## src/rtl/note_scheduler_pkg.sv

```systemverilog
// Shared widths, FSM encoding and event layout for the note scheduler slice.
package note_scheduler_pkg;
  localparam int NOTE_BITS   = 3;
  localparam int OCTAVE_BITS = 3;
  localparam int LENGTH_BITS = 3;
  localparam int UNIT_BITS   = 7;
  localparam int EVENT_BITS  = NOTE_BITS + OCTAVE_BITS + LENGTH_BITS;

  typedef enum logic [1:0] {
    S_IDLE = 2'd0,
    S_PLAY = 2'd1,
    S_GAP  = 2'd2
  } state_t;

  typedef struct packed {
    logic [NOTE_BITS-1:0]   note;
    logic [OCTAVE_BITS-1:0] octave;
    logic [LENGTH_BITS-1:0] length;
  } event_t;

  // Length code k lasts 2^k tempo units; out-of-range codes clamp to the longest note.
  function automatic logic [UNIT_BITS-1:0] dur_units(input logic [LENGTH_BITS-1:0] code);
    logic [LENGTH_BITS-1:0] k;
    k = (code > LENGTH_BITS'(6)) ? LENGTH_BITS'(6) : code;
    return UNIT_BITS'(1) << k;
  endfunction
endpackage

```

## src/rtl/note_scheduler_fifo.sv

```systemverilog
// Event FIFO for the note scheduler: power-of-two depth, registered occupancy, sync clear.
module note_fifo
  import note_scheduler_pkg::*;
#(
  parameter int DEPTH = 8
) (
  input  logic                    clk,
  input  logic                    rst,
  input  logic                    clear,
  input  logic                    push,
  input  logic [EVENT_BITS-1:0]   din,
  input  logic                    pop,
  output logic [EVENT_BITS-1:0]   dout,
  output logic                    full,
  output logic                    empty,
  output logic [$clog2(DEPTH):0]  count
);
  localparam int AW = $clog2(DEPTH);
  localparam int CW = AW + 1;

  logic [EVENT_BITS-1:0] mem [DEPTH];
  logic [AW-1:0]         wr_ptr, rd_ptr;
  logic                  do_push, do_pop;

  assign full    = (count == CW'(DEPTH));
  assign empty   = (count == '0);
  assign do_pop  = pop && !empty;
  assign do_push = push && (!full || do_pop);
  assign dout    = mem[rd_ptr];

  always_ff @(posedge clk) begin
    if (rst || clear) begin
      wr_ptr <= '0;
      rd_ptr <= '0;
      count  <= '0;
    end else begin
      if (do_push) wr_ptr <= wr_ptr + 1'b1;
      if (do_pop)  rd_ptr <= rd_ptr + 1'b1;
      case ({do_push, do_pop})
        2'b10:   count <= count + 1'b1;
        2'b01:   count <= count - 1'b1;
        default: count <= count;
      endcase
    end
  end

  // Storage carries no reset; pointers alone define validity.
  always_ff @(posedge clk) begin
    if (do_push) mem[wr_ptr] <= din;
  end
endmodule

```

## src/rtl/note_scheduler.sv

```systemverilog
// Plays queued note events for 2^length tempo units each, with an optional silent gap,
// supporting pause (play_en=0) and flush.
module note_scheduler
  import note_scheduler_pkg::*;
#(
  parameter int DEPTH     = 8,
  parameter int GAP_UNITS = 1
) (
  input  logic                    clk,
  input  logic                    rst,
  input  logic                    tick_en,
  input  logic                    ev_valid,
  input  logic [NOTE_BITS-1:0]    ev_note,
  input  logic [OCTAVE_BITS-1:0]  ev_octave,
  input  logic [LENGTH_BITS-1:0]  ev_length,
  output logic                    ev_ready,
  input  logic                    play_en,
  input  logic                    flush,
  output logic                    tone_valid,
  output logic [NOTE_BITS-1:0]    tone_note,
  output logic [OCTAVE_BITS-1:0]  tone_octave,
  output logic                    busy,
  output logic [$clog2(DEPTH):0]  count,
  output logic                    overflow
);
  state_t               state, state_nxt;
  logic [UNIT_BITS-1:0] remaining, remaining_nxt;
  logic [UNIT_BITS-1:0] gap_cnt, gap_nxt;
  event_t               head, ev_in;
  logic                 full, empty, pop, push, unit;

  assign ev_in      = {ev_note, ev_octave, ev_length};
  assign ev_ready   = !full || pop;
  assign push       = ev_valid && ev_ready && !flush;
  assign unit       = tick_en && play_en;
  assign busy       = (state != S_IDLE) || !empty;
  assign tone_valid = (state == S_PLAY) && play_en;

  note_fifo #(.DEPTH(DEPTH)) u_fifo (
    .clk   (clk),
    .rst   (rst),
    .clear (flush),
    .push  (push),
    .din   (ev_in),
    .pop   (pop),
    .dout  (head),
    .full  (full),
    .empty (empty),
    .count (count)
  );

  always_comb begin
    state_nxt     = state;
    remaining_nxt = remaining;
    gap_nxt       = gap_cnt;
    pop           = 1'b0;
    case (state)
      S_IDLE: begin
        if (play_en && !empty) begin
          pop           = 1'b1;
          remaining_nxt = dur_units(head.length);
          state_nxt     = S_PLAY;
        end
      end
      S_PLAY: begin
        if (unit) begin
          if (remaining == UNIT_BITS'(1)) begin
            if (GAP_UNITS > 0) begin
              gap_nxt   = UNIT_BITS'(GAP_UNITS);
              state_nxt = S_GAP;
            end else if (!empty) begin
              // Legato: chain straight into the next note without leaving PLAY.
              pop           = 1'b1;
              remaining_nxt = dur_units(head.length);
            end else begin
              state_nxt = S_IDLE;
            end
          end else begin
            remaining_nxt = remaining - 1'b1;
          end
        end
      end
      S_GAP: begin
        if (unit) begin
          if (gap_cnt == UNIT_BITS'(1)) begin
            if (!empty) begin
              pop           = 1'b1;
              remaining_nxt = dur_units(head.length);
              state_nxt     = S_PLAY;
            end else begin
              state_nxt = S_IDLE;
            end
          end else begin
            gap_nxt = gap_cnt - 1'b1;
          end
        end
      end
      default: state_nxt = S_IDLE;
    endcase
  end

  // Flush aborts playback but keeps the last tone registers; only rst clears them.
  always_ff @(posedge clk) begin
    if (rst) begin
      state       <= S_IDLE;
      remaining   <= '0;
      gap_cnt     <= '0;
      tone_note   <= '0;
      tone_octave <= '0;
      overflow    <= 1'b0;
    end else if (flush) begin
      state    <= S_IDLE;
      overflow <= 1'b0;
    end else begin
      state     <= state_nxt;
      remaining <= remaining_nxt;
      gap_cnt   <= gap_nxt;
      if (pop) begin
        tone_note   <= head.note;
        tone_octave <= head.octave;
      end
      if (ev_valid && !ev_ready) overflow <= 1'b1;
    end
  end
endmodule

```

## config.mk

```make
export PLATFORM = sky130hd
export DESIGN_NAME = note_scheduler
export DESIGN_NICKNAME = d
export VERILOG_FILES = /design/src/rtl/note_scheduler_pkg.sv /design/src/rtl/note_scheduler_fifo.sv /design/src/rtl/note_scheduler.sv
export SDC_FILE = /design/constraint.sdc
export NUM_CORES = 1
export LEC_CHECK = 0
export ABC_AREA = 1
export ABC_CLOCK_PERIOD_IN_PS = 2310
export BUFFER_PORTS_ARGS = -buffer_cell sky130_fd_sc_hd__buf_2
export CAP_MARGIN = 20
export CORE_MARGIN = 5
export CORE_UTILIZATION = 55
export DETAILED_ROUTE_END_ITERATION = 10
export GPL_ROUTABILITY_DRIVEN = 0
export PLACE_DENSITY = 0.74
export SYNTH_ARGS = -nofsm -noshare
export SYNTH_HDL_FRONTEND = slang
export SYNTH_SLANG_ARGS = --single-unit
export TNS_END_PERCENT = 5
```

## constraint.sdc

```tcl
create_clock -name clk -period 2.31 [get_ports clk]
set_input_delay 0.462 -clock clk [delete_from_list [all_inputs] [get_ports clk]]
set_output_delay 0.462 -clock clk [all_outputs]
set_load 0.03 [all_outputs]
```

[Word-level counts from Yosys, hierarchy flattened]
Memory sizes are Yosys's and may differ from the RTL's. A register that Yosys moved wholly into a read port is not among the register bits.
Index checks and enable logic that the tools add are counted.
Operators by class
  add/sub/neg operators: 6
  order comparisons: 1
  equal/unequal tests: 15
  shift-type cells: 1
  multiplexer cells: 30
  bitwise logic cells: 1
  reductions and logical operators: 27
Operators with widths (count)
  $mux W7: 10
  $pmux W7 S3: 1
  $eq A7 B1 Y1 const B: 2
  $ne A2 B2 Y1 const B: 7
  $pmux W7 S2: 1
  $sub A7 B1 Y7 const B: 2
  $mux W2: 5
  $mux W3: 3
  $logic_and A1 B1 Y1: 8
  $pmux W4 S2: 1
  $reduce_and A8 Y1: 1
  $mux W1: 7
  $shl A1 B3 Y7 const A: 1
  $add A3 B1 Y3 const B: 2
  $pmux W2 S3: 1
  $reduce_and A6 Y1: 1
  $reduce_bool A2 Y1: 3
  $reduce_and A5 Y1: 1
  $add A4 B1 Y4 const B: 1
  $eq A2 B1 Y1 const B: 2
  $eq A2 B2 Y1 const B: 2
  $eq A4 B4 Y1 const B: 1
  $logic_not A1 Y1: 4
  $logic_not A4 Y1: 1
  10 further kinds: 13
Storage, ports and cells
  flip-flop bits (word level): 33
  bits in writable memories: 72
  input port bits: 15
  output and inout bits: 14
  logic and storage cells: 91
  memories kept: 1
Memories
  u_fifo.mem: words 8, bits a word 9, read ports 1, clocked after Yosys merged registers in 1, wr ports 1, line note_scheduler_fifo.sv:21  | logic [EVENT_BITS-1:0] mem [DEPTH];

[Depth between registers and ports, before layout]
  depth after elaboration: 11
  gate-level depth with buffers: 15
  mapped depth without buffers: 15

[Cells and area by module]
A second synthesis with hierarchy kept.
Unflattened totals
  cells, all modules: 527
  area total of the unflattened synthesis: 5057.4 µm²
Modules (own cells, without submodules)
  note_fifo: times used 1, cells an instance 280, area an instance 3525.9 µm², seq. area each 2422.3 µm²
  note_scheduler: times used 1, cells an instance 247, area an instance 1531.5 µm², seq. area each 460.4 µm²

[Least setup slack after synthesis]
No wires, ideal clock.
  path kind: reg2reg
  start point: reg u_fifo.count[0]
  end point: reg u_fifo.count[2]
  library setup time: 115 ps
  data arrival time: 2217 ps
  slack: -23 ps
  cell stages (with the launch flop): 13
  buffers on the path: 0
  clock period less this slack: 2333 ps
  cell sequence: dfxtp_1 nor2_4 nand3_2 nand3_2 nand4_4 nand2_4 ha_1 xor2_1 ha_1 a21oi_1 xor2_1 o21ai_0 inv_1
Between the ends
  cells in the longest elaborated chain, start to end: 11
  elaborated cells between the ends (all ways): 22
  classes of those cells: add/sub (2); eq/ne (3); mux (6); reduce/logical (11)
RTL lines
  start, declared: line note_scheduler_fifo.sv:16  | output logic [$clog2(DEPTH):0] count
  start signal, assigned: line note_scheduler_fifo.sv:40  | 2'b10: count <= count + 1'b1;
  start signal, assigned: line note_scheduler_fifo.sv:41  | 2'b01: count <= count - 1'b1;
  start signal, assigned: line note_scheduler_fifo.sv:42  | default: count <= count;
  $logic_not A4 Y1: line note_scheduler_fifo.sv:26  | assign empty = (count == '0);
  $mux W1 / $logic_not A1 Y1 (equally long branches): line note_scheduler.sv:86, note_scheduler.sv:59
  $mux W1 / $logic_and A1 B1 Y1 (equally long branches): line note_scheduler.sv:85, note_scheduler.sv:59
  $mux W1, on equally long branches: line note_scheduler.sv:84, note_scheduler.sv:59
  $pmux W1 S2: line note_scheduler.sv:57  | case (state)
  $logic_or A1 B1 Y1 *: line note_scheduler.sv:33  | assign ev_ready = !full || pop;
  net ev_ready: line note_scheduler.sv:16  | output logic ev_ready,
  $logic_and A1 B1 Y1 * (2 in a row): line note_scheduler.sv:34  | assign push = ev_valid && ev_ready && !flush;
  $logic_and A1 B1 Y1 *: line note_scheduler_fifo.sv:28  | assign do_push = push && (!full || do_pop);
  $eq A2 B1 Y1 / $eq A2 B2 Y1 (equally long branches): line note_scheduler_fifo.sv:39  | case ({do_push, do_pop})
  $pmux W4 S2 / $reduce_bool A2 Y1 (equally long branches)
The timed path passes the listed nets; every way through them passes the cells marked *.
A chain may end at the register's enable or synchronous reset.

[Worst setup path after layout]
  start point: reg gap_cnt[1]
  end point: reg u_fifo.count[2]
Between the ends
  cells in the longest elaborated chain, start to end: 10
  elaborated cells between the ends (all ways): 14
  classes of those cells: eq/ne (3); mux (4); reduce/logical (7)
RTL lines
  start, declared: line note_scheduler.sv:28  | logic [UNIT_BITS-1:0] gap_cnt, gap_nxt;
  start signal, assigned: line note_scheduler.sv:117  | gap_cnt <= gap_nxt;
  $eq A7 B1 Y1 *: line note_scheduler.sv:85  | if (gap_cnt == UNIT_BITS'(1)) begin
  $mux W1 *: line note_scheduler.sv:85
  $mux W1 *: line note_scheduler.sv:84  | if (unit) begin
  $pmux W1 S2 *: line note_scheduler.sv:57
  $logic_or A1 B1 Y1: line note_scheduler.sv:33
  $logic_and A1 B1 Y1 (2 in a row): line note_scheduler.sv:34
  $logic_and A1 B1 Y1: line note_scheduler_fifo.sv:28
  $eq A2 B1 Y1 / $eq A2 B2 Y1 (equally long branches): line note_scheduler_fifo.sv:39
  $pmux W4 S2 / $reduce_bool A2 Y1 (equally long branches)
Mark *: on every way between the ends. The rest lies on a longest branch, timed or not.

==> metrics <==
Final Max Slew Viols=0; Peak VDD IR=595.7 uV; skew final=0.01513 ns; Pwr Total=3.529 mW; placed cell count=675; Initial DRC Count=210; crit path max-delay cell type=dfxtp_2; HPWL Detailed=6.796 mm; initial core utilization=0.5671; drt pass-1 iters=4; worst-path maximum fanout=5; Max-cap violations=0; IO Count=29; CTS buffer count=9; DIE AREA=11080 sq um; CP top delay family=adder cells; n_diodes=0; asr flop ratio synth=0; Slew @ Worst Pin=0.4059 ns; CP startpoint kind=flop; combinational family with the most area after synthesis=simple AND/OR/NAND/NOR gates; crit path launch=gap_cnt[1]$_SDFFE_PP0P_; mux cell area share after synthesis=0; Worst-Skew Late Latency=0.36 ns; H-Tree Depth=3; share of the synthesized area in the top cell type=0.4330; setup tns final=0 ns; WP data arrival=2.38 ns; critical hold path startpoint=ev_octave[1]; post-synthesis xor/xnor area fraction=0.01579; Vias=3677; most common cell in the synthesized netlist=nand2_1; Seq/Total Area, Yosys=0.5773; most frequent cells after synthesis=nand2_1 (119), nor2_1 (80), edfxtp_1 (72); Crit Path Class=flop to flop; Rows=34; Die Span X=105.3 um; Routed WL=10.13 mm; max_slew headroom=0.7291; Nets=605; fmax=474.1 MHz; Longest Clk Path Bufs=2; worst path cell trace=inv_1 > ha_1 > nand2_1 > nor2_2 > nand3_2 > nand4_4 > nand2_4 > ha_4 > xor2_2 > ha_1 > a21oi_2 > xor2_1 > o21ai_0 > inv_1; Cells after Synth=538; FF+latch count, synth=108; syn_nets=562; Via density=5.298; status=finished clean; Mapped Avg Cell Area=9.282 sq um; area grow syn2layout=10.80%; Pwr Density=637.8 nW/um^2; Buffers & Inverters on Critical Path=2; Buffers on Ports=28; # hold bufs at CTS=0; antenna violations before repair=0; compound-gate portion of the synthesized area=0.1010; first-pass GRT wire length=16.28 mm; Worst Hold Class=primary input to flop; antenna-violating nets left=0; CTS Root Cell=clkbuf_8; ranking of synthesized cells by area=edfxtp_1 (43%), dfxtp_1 (14%), nand2_1 (8.9%), nor2_1 (6.0%), o21ai_0 (3.8%); Final Setup Violations=0; synth warn=0; final worst path period share=0.9131; DIE HEIGHT=105.3 um; largest net degree at the start of global routing=37; P_leak=2.317 nW; Post-synth EDFFs=72; post-DR wirelength/cell=14.60 um; number of global-route vias before repair=3424; Final Hold Vio Count=0; post-synthesis simple-gate area fraction=0.2230; r2r startpoint=gap_cnt[1]$_SDFFE_PP0P_; core area=8806 sq um; final non-filler cell total=694; Worst path max stage delay=0.35 ns; Post-Synth Adder-Cell Area=0.02255; DR DRC count=0; mapped cell area=4994 sq um; share of layout cells above drive strength 1=0.1809; Filler cells=709; CTS tree=built; Primary FF master, synth=edfxtp_1; Crit path required time=2.58 ns; total grt overflow=0; clk slew on worst S/H paths=0.11 ns; crit path time final=2.109 ns; All-Layer GR Usage=0.1853; clock sinks=108; CP Capture Type=flop; distinct cell type count after synthesis=35; Synth area leader=edfxtp_1
## worst reg2reg max path: stages, from the launching register on
cell and delay (ns):
dfxtp_2 0.35, inv_1 0.08, ha_1 0.16, nand2_1 0.09, nor2_2 0.13, nand3_2 0.11
nand4_4 0.11, nand2_4 0.09, ha_4 0.19, xor2_2 0.15, ha_1 0.19, a21oi_2 0.11
xor2_1 0.07, o21ai_0 0.15, inv_1 0.05
## metrics by stage
stage          hold slack, ns  worst slack (ns)  utilization  cell area, sq um
5_1_grt                0.3443         -0.002227       0.6283              5533
6_report               0.3609            0.2008       0.6283              5533
2_1_floorplan          0.4357           0.02058            -              4996
3_5_place_dp           0.4475           0.04772       0.6009              5291
4_1_cts                0.3475           0.05741       0.6226              5483
3_3_place_gp           0.4409           0.09284       0.6009              5291
## power breakdown
group / switching, mW / internal, mW / leakage [nW]
Clock: 0.675 / 0.419 / 0.0940
Sequential: 0.0173 / 2.08 / 0.943
Combinational: 0.225 / 0.107 / 1.28
## timing repair
| item | 4_1_cts | 5_1_grt |
|---|---|---|
| resized for setup | 0 | 6 |
| buffers inserted | 0 | 3 |
| setup endpoints to repair | 0 | 2 |
## cells by family after synthesis
group           count (synthesis)
simple gates                  250
flops                         108
compound gates                 94
buf+inv                        68
xor+xnor                        9
fa+ha+maj                       9
## layout by cell type, fill, tap and decap left out, types with 4 or more instances in the layout
cell type,count
o21ai_1,9
o22ai_1,12
nor3_1,4
buf_2,28
inv_2,8
edfxtp_1,72
a21oi_1,28
nand3_1,21
clkbuf_8,9
buf_4,18
inv_6,4
xor2_1,7
dfxtp_1,33
ha_1,8
inv_1,42
o21ai_0,38
nor2_1,79
nand2_1,119
nand2_2,8
## per-layer routing
metal  share of wire  wire length, um  global-route usage  vias up
met2            0.51             5136              0.3279       82
met3           0.033              338             0.03240       26
met1            0.43             4324              0.2161     1696
met4           0.033              333             0.09372        0
met5               0                0                   0        -
li1                -                -                   -     1873
## state kept, by name (all words and copies together) (netlist names), named ones only
| register | flops |
|---|---|
| tone_note | 3 |
| overflow | 1 |
| remaining | 7 |
| tone_octave | 3 |
| u_fifo.count | 4 |
| u_fifo.wr_ptr | 3 |
| gap_cnt | 7 |
| state | 2 |
| u_fifo.mem | 72 |
| u_fifo.rd_ptr | 3 |
## cell type report
type	count	area (sq um)	share of cell area
Clock buffer	9	123.9	0.02239
Timing Repair Buffer	46	275.3	0.04975
Sequential cell	108	2887	0.5217
Inverter	54	209.0	0.03777
Tap cell	108	135.1	0.02442
Multi-Input combinational cell	362	1836	0.3318
Clock inverter	7	67.56	0.01221
## final timing paths
check | end | slack, ns | cells after the start
worst min register to register | overflow$_SDFFE_PP0P_ | 0.47 | 1
worst min-delay path | u_fifo.mem[2][4]$_DFFE_PP_ | 0.36 | 1
worst max register to register | u_fifo.count[2]$_SDFFE_PP0P_ | 0.20 | 14
worst max-delay path | u_fifo.count[2]$_SDFFE_PP0P_ | 0.20 | 14
(Power assumes the default switching activity.)
